===== src/rtl/btn_evt_pkg.sv =====
// ---------------------------------------------------------------------------
// btn_evt_pkg
// Shared definitions for the push-button conditioner: event codes handed to
// the LED pattern block and the debounce FSM state encoding.
// ---------------------------------------------------------------------------
package btn_evt_pkg;

    // Event codes presented on evt_code; 0 never appears while evt_valid=1.
    localparam logic [1:0] EVT_PRESS   = 2'd1;
    localparam logic [1:0] EVT_RELEASE = 2'd2;
    localparam logic [1:0] EVT_LONG    = 2'd3;

    typedef enum logic [1:0] {
        StIdle,
        StPressDb,
        StHeld,
        StReleaseDb
    } btn_state_e;

endpackage


===== src/rtl/btn_sync.sv =====
// ---------------------------------------------------------------------------
// btn_sync
// Two-flop synchroniser for asynchronous pin inputs, with a per-bit reset
// value so the chain can idle at a pin's inactive level.
//
// Ports:
//   i_clk      destination clock
//   i_rst_n    synchronous active-low reset
//   i_rst_val  value loaded into both stages during reset
//   i_d        asynchronous input
//   o_q        synchronised output (two-cycle latency)
// ---------------------------------------------------------------------------
module btn_sync #(
    parameter int unsigned WIDTH = 1
) (
    input  logic             i_clk,
    input  logic             i_rst_n,
    input  logic [WIDTH-1:0] i_rst_val,
    input  logic [WIDTH-1:0] i_d,
    output logic [WIDTH-1:0] o_q
);

    logic [WIDTH-1:0] r_meta;
    logic [WIDTH-1:0] r_sync;

    always_ff @(posedge i_clk) begin
        if (!i_rst_n) begin
            r_meta <= i_rst_val;
            r_sync <= i_rst_val;
        end else begin
            r_meta <= i_d;
            r_sync <= r_meta;
        end
    end

    assign o_q = r_sync;

endmodule


===== src/rtl/btn_debounce.sv =====
// ---------------------------------------------------------------------------
// btn_debounce
// Push-button conditioner: synchronises the raw pin, debounces press and
// release, optionally detects long presses, and offers PRESS/RELEASE/LONG
// events through a registered one-entry valid/ready buffer.
//
// Optional feature: define BTN_LONG_PRESS_EN to include the hold counter and
// the LONG event. Without it, code 3 is never produced.
//
// Ports:
//   sys_clk       single clock, rising edge
//   sys_rst_n     synchronous active-low reset
//   btn_raw       asynchronous button pin
//   btn_level     debounced pressed level (1 = pressed)
//   evt_valid     event buffer holds an event
//   evt_code      1 = PRESS, 2 = RELEASE, 3 = LONG
//   evt_ready     consumer accepts when evt_valid & evt_ready
//   evt_overflow  sticky: an event was dropped because the buffer was full
// ---------------------------------------------------------------------------
module btn_debounce
    import btn_evt_pkg::*;
#(
    parameter int unsigned CLK_HZ          = 27_000_000,
    parameter int unsigned DEBOUNCE_CYCLES = CLK_HZ / 100,
    parameter int unsigned LONG_CYCLES     = CLK_HZ,
    parameter bit          BTN_ACTIVE_LOW  = 1'b1
) (
    input  logic       sys_clk,
    input  logic       sys_rst_n,
    input  logic       btn_raw,
    output logic       btn_level,
    output logic       evt_valid,
    output logic [1:0] evt_code,
    input  logic       evt_ready,
    output logic       evt_overflow
);

    localparam int unsigned     CW      = $clog2(LONG_CYCLES + 1);
    localparam logic [CW-1:0]   DB_LAST = CW'(DEBOUNCE_CYCLES - 1);

    // ---------------------------------------------------------------------
    // Synchroniser; idles at the released pin level
    // ---------------------------------------------------------------------
    logic w_rel_level;
    logic w_sync;
    logic w_btn_s;

    assign w_rel_level = BTN_ACTIVE_LOW;

    btn_sync #(
        .WIDTH (1)
    ) u_btn_sync (
        .i_clk     (sys_clk),
        .i_rst_n   (sys_rst_n),
        .i_rst_val (w_rel_level),
        .i_d       (btn_raw),
        .o_q       (w_sync)
    );

    assign w_btn_s = BTN_ACTIVE_LOW ? ~w_sync : w_sync;

    // ---------------------------------------------------------------------
    // Debounce FSM
    // ---------------------------------------------------------------------
    btn_state_e    r_state;
    btn_state_e    w_state_nxt;
    logic [CW-1:0] r_db_cnt;
    logic [CW-1:0] w_db_cnt_nxt;
    logic          r_level;
    logic          w_level_nxt;
    logic          w_press;
    logic          w_release;
    logic          w_long;

`ifdef BTN_LONG_PRESS_EN
    localparam logic [CW-1:0] HOLD_INIT = CW'(DEBOUNCE_CYCLES);
    localparam logic [CW-1:0] HOLD_PRE  = CW'(LONG_CYCLES - 1);
    localparam logic [CW-1:0] HOLD_MAX  = CW'(LONG_CYCLES);

    logic [CW-1:0] r_hold_cnt;
    logic [CW-1:0] w_hold_cnt_nxt;
`endif

    always_comb begin
        w_state_nxt  = r_state;
        w_db_cnt_nxt = r_db_cnt;
        w_level_nxt  = r_level;
        w_press      = 1'b0;
        w_release    = 1'b0;

`ifdef BTN_LONG_PRESS_EN
        // Hold time keeps running through release bounces; saturation makes
        // the LONG strobe a single pulse per press.
        w_hold_cnt_nxt = r_hold_cnt;
        w_long         = 1'b0;
        if ((r_state == StHeld) || (r_state == StReleaseDb)) begin
            if (r_hold_cnt != HOLD_MAX) begin
                w_hold_cnt_nxt = r_hold_cnt + CW'(1);
            end
            w_long = (r_hold_cnt == HOLD_PRE);
        end
`else
        w_long = 1'b0;
`endif

        unique case (r_state)
            StIdle: begin
                if (w_btn_s) begin
                    w_state_nxt  = StPressDb;
                    w_db_cnt_nxt = '0;
                end
            end
            StPressDb: begin
                if (!w_btn_s) begin
                    w_state_nxt = StIdle;
                end else if (r_db_cnt == DB_LAST) begin
                    w_state_nxt = StHeld;
                    w_level_nxt = 1'b1;
                    w_press     = 1'b1;
`ifdef BTN_LONG_PRESS_EN
                    // Debounce time already counts towards the hold time.
                    w_hold_cnt_nxt = HOLD_INIT;
`endif
                end else begin
                    w_db_cnt_nxt = r_db_cnt + CW'(1);
                end
            end
            StHeld: begin
                if (!w_btn_s) begin
                    w_state_nxt  = StReleaseDb;
                    w_db_cnt_nxt = '0;
                end
            end
            StReleaseDb: begin
                if (w_btn_s) begin
                    w_state_nxt = StHeld;
                end else if (r_db_cnt == DB_LAST) begin
                    // LONG owns this cycle; stay put so RELEASE follows next.
                    if (!w_long) begin
                        w_state_nxt = StIdle;
                        w_level_nxt = 1'b0;
                        w_release   = 1'b1;
                    end
                end else begin
                    w_db_cnt_nxt = r_db_cnt + CW'(1);
                end
            end
            default: begin
                w_state_nxt = StIdle;
            end
        endcase
    end

    // At most one of press/release/long is set in any cycle.
    logic       w_emit;
    logic [1:0] w_code;

    assign w_emit = w_press | w_release | w_long;
    assign w_code = w_long ? EVT_LONG : (w_press ? EVT_PRESS : EVT_RELEASE);

    // ---------------------------------------------------------------------
    // State registers and one-entry event buffer
    // ---------------------------------------------------------------------
    logic       r_evt_valid;
    logic [1:0] r_evt_code;
    logic       r_evt_ovf;

    always_ff @(posedge sys_clk) begin
        if (!sys_rst_n) begin
            r_state     <= StIdle;
            r_db_cnt    <= '0;
            r_level     <= 1'b0;
            r_evt_valid <= 1'b0;
            r_evt_code  <= 2'd0;
            r_evt_ovf   <= 1'b0;
        end else begin
            r_state  <= w_state_nxt;
            r_db_cnt <= w_db_cnt_nxt;
            r_level  <= w_level_nxt;
            if (w_emit) begin
                // A slot being accepted this cycle can take the new event.
                if (!r_evt_valid || evt_ready) begin
                    r_evt_valid <= 1'b1;
                    r_evt_code  <= w_code;
                end else begin
                    r_evt_ovf <= 1'b1;
                end
            end else if (r_evt_valid && evt_ready) begin
                r_evt_valid <= 1'b0;
            end
        end
    end

`ifdef BTN_LONG_PRESS_EN
    always_ff @(posedge sys_clk) begin
        if (!sys_rst_n) begin
            r_hold_cnt <= '0;
        end else begin
            r_hold_cnt <= w_hold_cnt_nxt;
        end
    end
`endif

    assign btn_level    = r_level;
    assign evt_valid    = r_evt_valid;
    assign evt_code     = r_evt_code;
    assign evt_overflow = r_evt_ovf;

endmodule


===== config.mk =====
export PLATFORM = sky130hd
export DESIGN_NAME = btn_debounce
export DESIGN_NICKNAME = d
export VERILOG_FILES = /design/src/rtl/btn_evt_pkg.sv /design/src/rtl/btn_sync.sv /design/src/rtl/btn_debounce.sv
export SDC_FILE = /design/constraint.sdc
export NUM_CORES = 1
export LEC_CHECK = 0
export ABC_AREA = 1
export CORE_MARGIN = 3
export CORE_UTILIZATION = 60
export CTS_BUF_LIST = sky130_fd_sc_hd__clkbuf_16
export DETAILED_ROUTE_END_ITERATION = 16
export PLACE_DENSITY = 0.85
export SLEW_MARGIN = 40
export SYNTH_ARGS = -nofsm -noshare
export SYNTH_HDL_FRONTEND = slang
export SYNTH_SLANG_ARGS = --single-unit

===== constraint.sdc =====
create_clock -name sys_clk -period 2.5 [get_ports sys_clk]
set_input_delay 0.375 -clock sys_clk [delete_from_list [all_inputs] [get_ports sys_clk]]
set_output_delay 0.375 -clock sys_clk [all_outputs]
set_load 0.005 [all_outputs]

# After elaboration in Yosys (flattened, before gate mapping)
# Cells that the tools add are included.
[word_totals]
inputBits = 4
output_inout_bits = 5
word_cells = 63
regBits = 34
[classes]
n_addsub = 1
bitwise_logic = 2
muxes = 27
reduce_logical = 12
n_eq_ne = 13
[ops]
columns = ["cell", "count"]
rows = [
  ["two-way mux 25 bit", 5],
  ["case mux 25 bit (4 select lines)", 1],
  ["adder 25 x 1 -> 25 bit (second input constant)", 1],
  ["== test 25 x 19 -> 1 bit (second input constant)", 1],
  ["two-way mux 2 bit", 7],
  ["two-way mux 1 bit", 12],
  ["inequality test 2 bit (second input constant)", 4],
  ["case mux 2 bit (4 select lines)", 1],
  ["AND reduction 4 bit", 2],
  ["inequality test 2 x 1 -> 1 bit (second input constant)", 3],
  ["AND reduction 2 bit", 3],
  ["AND reduction 5 bit", 1],
  ["== test 2 bit (second input constant)", 2],
  ["nonzero test 2 bit", 2],
  ["inequality test 3 x 2 -> 1 bit (second input constant)", 1],
  ["inequality test 3 bit (second input constant)", 1],
  ["== test 2 x 1 -> 1 bit (second input constant)", 1],
  ["zero test 2 bit", 1],
  ["case mux 1 bit (2 select lines)", 1],
  ["logical AND 1 bit", 1],
  ["zero test 1 bit", 1],
  ["logical OR 1 bit", 1],
  ["NOT 1 bit", 1],
  ["bitwise OR 1 bit", 1],
]

# Logic depth before layout (Yosys ltp)
[logic_depth]
word_depth = 7
ltp_mapped = 12
depth_no_buf = 11

# By module
# A second synthesis with hierarchy kept.
[unflattened]
cells_unflattened = 353
hier_area_um2 = 2142.1
[by_module_without_submodules]
columns = ["module", "seq_area_each_um2", "area_per_inst_um2", "cells_each", "instances"]
rows = [
  ["btn_debounce", 640.6, 2077.0, 345, 1],
  ["btn_sync", 40.0, 65.1, 8, 1],
]

# Worst setup path before layout
# OpenSTA, ideal clock, no wires.
[synth_path]
kind = "reg2reg"
start = "register r_db_cnt[0]"
end = "register r_db_cnt[24]"
path_stages_with_launch = 11
t_required_ps = 2376
n_path_buf = 0
t_arrival_ps = 1350
setup_ps = 124
setup_slack_ps = 1026
synth_period_minus_slack_ps = 1474
cell_sequence = "dfxtp_1 > ha_1 > inv_1 > nor2_2 > nand2_1 > nor2_2 > nand3_1 > nor2_2 > nand3_2 > nand2_1 > nor2_1"
[synth_between]
elab_chain_len = 4
elab_cells_between_ends = 6
cone_classes = "add/sub: 1; eq/ne: 1; mux: 4"
[synth_rtl]
columns = ["element", "line", "rtl"]
rows = [
  ["start, declared", "btn_debounce.sv:67", "logic [CW-1:0] r_db_cnt;"],
  ["start signal, assigned", "btn_debounce.sv:178", "r_db_cnt <= w_db_cnt_nxt;"],
  ["adder 25 x 1 -> 25 bit or == test 25 x 19 -> 1 bit (tied branches)", "-", ""],
  ["two-way mux 25 bit (*)", "btn_debounce.sv:116, btn_debounce.sv:137", ""],
  ["two-way mux 25 bit (on tied branches)", "btn_debounce.sv:135, btn_debounce.sv:114", ""],
  ["case mux 25 bit (4 select lines) (*)", "btn_debounce.sv:106", "unique case (r_state)"],
]
# Every way passes the cells marked *; elsewhere a longest branch is shown, timed or not. The select of a mux whose other input is x is not followed.
# A chain may end at the register's enable or synchronous reset.

# Worst setup path in the final report
[layout_path]
start = "register r_db_cnt[0]"
end = "register r_db_cnt[23]"
# The elaborated chain is that of the path after synthesis.

==> metrics <==
Slew HR=72.4%; Setup Skew=0.00471 ns; unrepaired setup endpoints after global routing=false; grt ovf=0; iteration count of the initial detailed-routing pass=4; CTS Root Cell=clkbuf_16; reg-to-reg slack, setup=0.65 ns; Critical Path RT=2.70 ns; Yosys warnings=0; P per Cell Area=507 nW/um2; setup TNS=0 ns; fmax=541 MHz; IO buf count=8; P&R area growth vs syn=12.6%; CP Cell Sequence=ha_1, nand2_1, nor2_1, nand2_2, nor2_8, nor2_4, buf_12, nand2_1, nand2_1, nand2_1, nor2_1; H-tree levels=2; status=finished, final reports clean; Mapped Cells=318; antenna fix cells=0; die height=64.2 um; DP HPWL=3350 um; routed len/inst=12.2 um; Hold Fails Final Rpt=0; Core Area=3130 um2; Layout Nets=335; critical path depth in cells=11; first-pass GRT wire length=7470 um; Initial Util=64.9%; setup bufs post-CTS=0; Min Hold Slack=0.425 ns; worst-case clock buffer depth=2; CP bufs+invs=1; share of cells above drive strength 1=11.8%; RR Endpoint=r_db_cnt[23]; CP max stage delay=0.33 ns; vias in the first global route=1729; r2r startpoint=r_db_cnt[0]; Max VDD drop=0.291 mV; IO Pins=9; crit path to=r_db_cnt[23]; Resized cells post-CTS=0; Setup crit start kind=register; Critical Path AT=2.05 ns; Tcrit/Tclk final=73.9%; critical path class=reg2reg; cell family with most CP delay=simple AND/OR/NAND/NOR gates; post-route ant nets=0; Max stage delay cell, worst path=dfxtp_1; Die Area=4120 um2; Worst-Skew Late Latency=0.27 ns; drt initial violations=142; leakage=0.000837 uW; via count=1934; CP Capture Type=register; row count=20; Non-Filler Instances=374; Routed WL=4560 um; die width=64.2 um; placed insts=367; Clk pin slew, worst setup/hold paths=0.05 ns; Synth Register Bits=34; Worst path most repeated cell=nand2_1; reg2reg path depth=11; pre-CTS WS=0.691 ns; Hold Buf Count CTS=0; Hold WC Path Type=reg2reg; CTS tree=done; GPL Wtd Cong=0.902; area of the mapped netlist=2030 um2; Max Cap Viol=0; worst setup path start=r_db_cnt[0]; total CTS buffers=5; Mapped Nets=323; antenna violations before repair=0; post-synthesis sequential area ratio=33.5%; via/cell ratio=5.17; fin. max-slew vios=0; Cell variety after synth=28; DRC=0; Overall Power=1160 uW; worst-path fanout max=18; largest net degree at the start of global routing=19; Setup WS post-layout=0.651 ns; worst slew pin tran=0.413 ns; syn avg cell area=6.39 um2; overall routing resource usage=23.2%; Sink Count=34; post-layout min period=1.85 ns; final setup fails=0
placed cells by master, fill, tap and decap left out, types with 7 or more instances in the layout:
cell type        synthesis  final
nand2_1                101    101
nor2_1                  48     48
inv_1                   43     43
dfxtp_1                 34     34
nand3_1                 19     19
a21oi_1                 15     15
nand4_1                  9      9
clkdlybuf4s50_1          0      8
nand3_2                  7      7
layout make-up:
class | count | area [um2]
clock buffers | 5 | 125
clock inverters | 2 | 10.0
fillers | 265 | 842
inverters | 45 | 169
multi-input cells | 234 | 1140
flip-flops and latches | 34 | 681
well taps | 44 | 55.1
repair buffers | 10 | 108
synthesized netlist by cell type, drive strengths merged:
master    n  area [um2]
nand3    27         183
nor2     58         277
buf       4        38.8
o21a      1        7.51
clkbuf    1        3.75
ha        1        12.5
o21bai    1        7.51
nor3      5        35.0
inv      45         169
a211oi    1        7.51
or2       3        18.8
o21ai     4        20.0
nand4     9        56.3
nand2   105         404
a21oi    16        83.8
dfxtp    34         681
xor2      3        26.3
through the flow:
| step | cell area, um2 | utilization, % |
|---|---|---|
| 2_1_floorplan | 2030 | - |
| 3_3_place_gp | 2150 | 68.8 |
| 3_5_place_dp | 2150 | 68.8 |
| 4_1_cts | 2290 | 73.1 |
| 5_1_grt | 2290 | 73.1 |
| 6_report | 2290 | 73.1 |
cells by family after synthesis:
family                     synth area share [%]
xor gates and xnor gates                   1.29
buffers and inverters                      10.4
adders and majority gates                 0.616
AOI/OAI and AO/OA                          6.22
and+or+nand+nor                            47.9
DFF                                        33.5
report_power, final:
| group | switching, uW | total, uW | internal, uW |
|---|---|---|---|
| Combinational | 29.8 | 44.8 | 15.0 |
| Sequential | 2.62 | 548 | 545 |
| Clock | 207 | 566 | 358 |
registers in the layout, indices dropped and copies added (netlist names), named ones only:
register,cells
r_db_cnt,25
evt_code,2
btn_level,1
evt_overflow,1
evt_valid,1
r_state,1
u_btn_sync.o_q,1
u_btn_sync.r_meta,1
per-layer routing:
metal / routed length, um / global-route usage [%] / vias up
li1: - / - / 1009
met1: 2020 / 29.6 / 850
met2: 2160 / 38.8 / 66
met3: 312 / 4.92 / 9
met4: 73 / 7.39 / 0
met5: 0 / 0 / -
worst min path at each step:
stage                                 start             end  slack [ns]  cells after the start
after floorplan           u_btn_sync.r_meta  u_btn_sync.o_q        0.39                      1
after global placement    u_btn_sync.r_meta  u_btn_sync.o_q        0.39                      1
after detailed placement  u_btn_sync.r_meta  u_btn_sync.o_q        0.42                      1
after CTS                 u_btn_sync.r_meta  u_btn_sync.o_q        0.43                      1
after global routing      u_btn_sync.r_meta  u_btn_sync.o_q        0.44                      1
final                     u_btn_sync.r_meta  u_btn_sync.o_q        0.42                      1
Power figures use the tool's default switching activity.
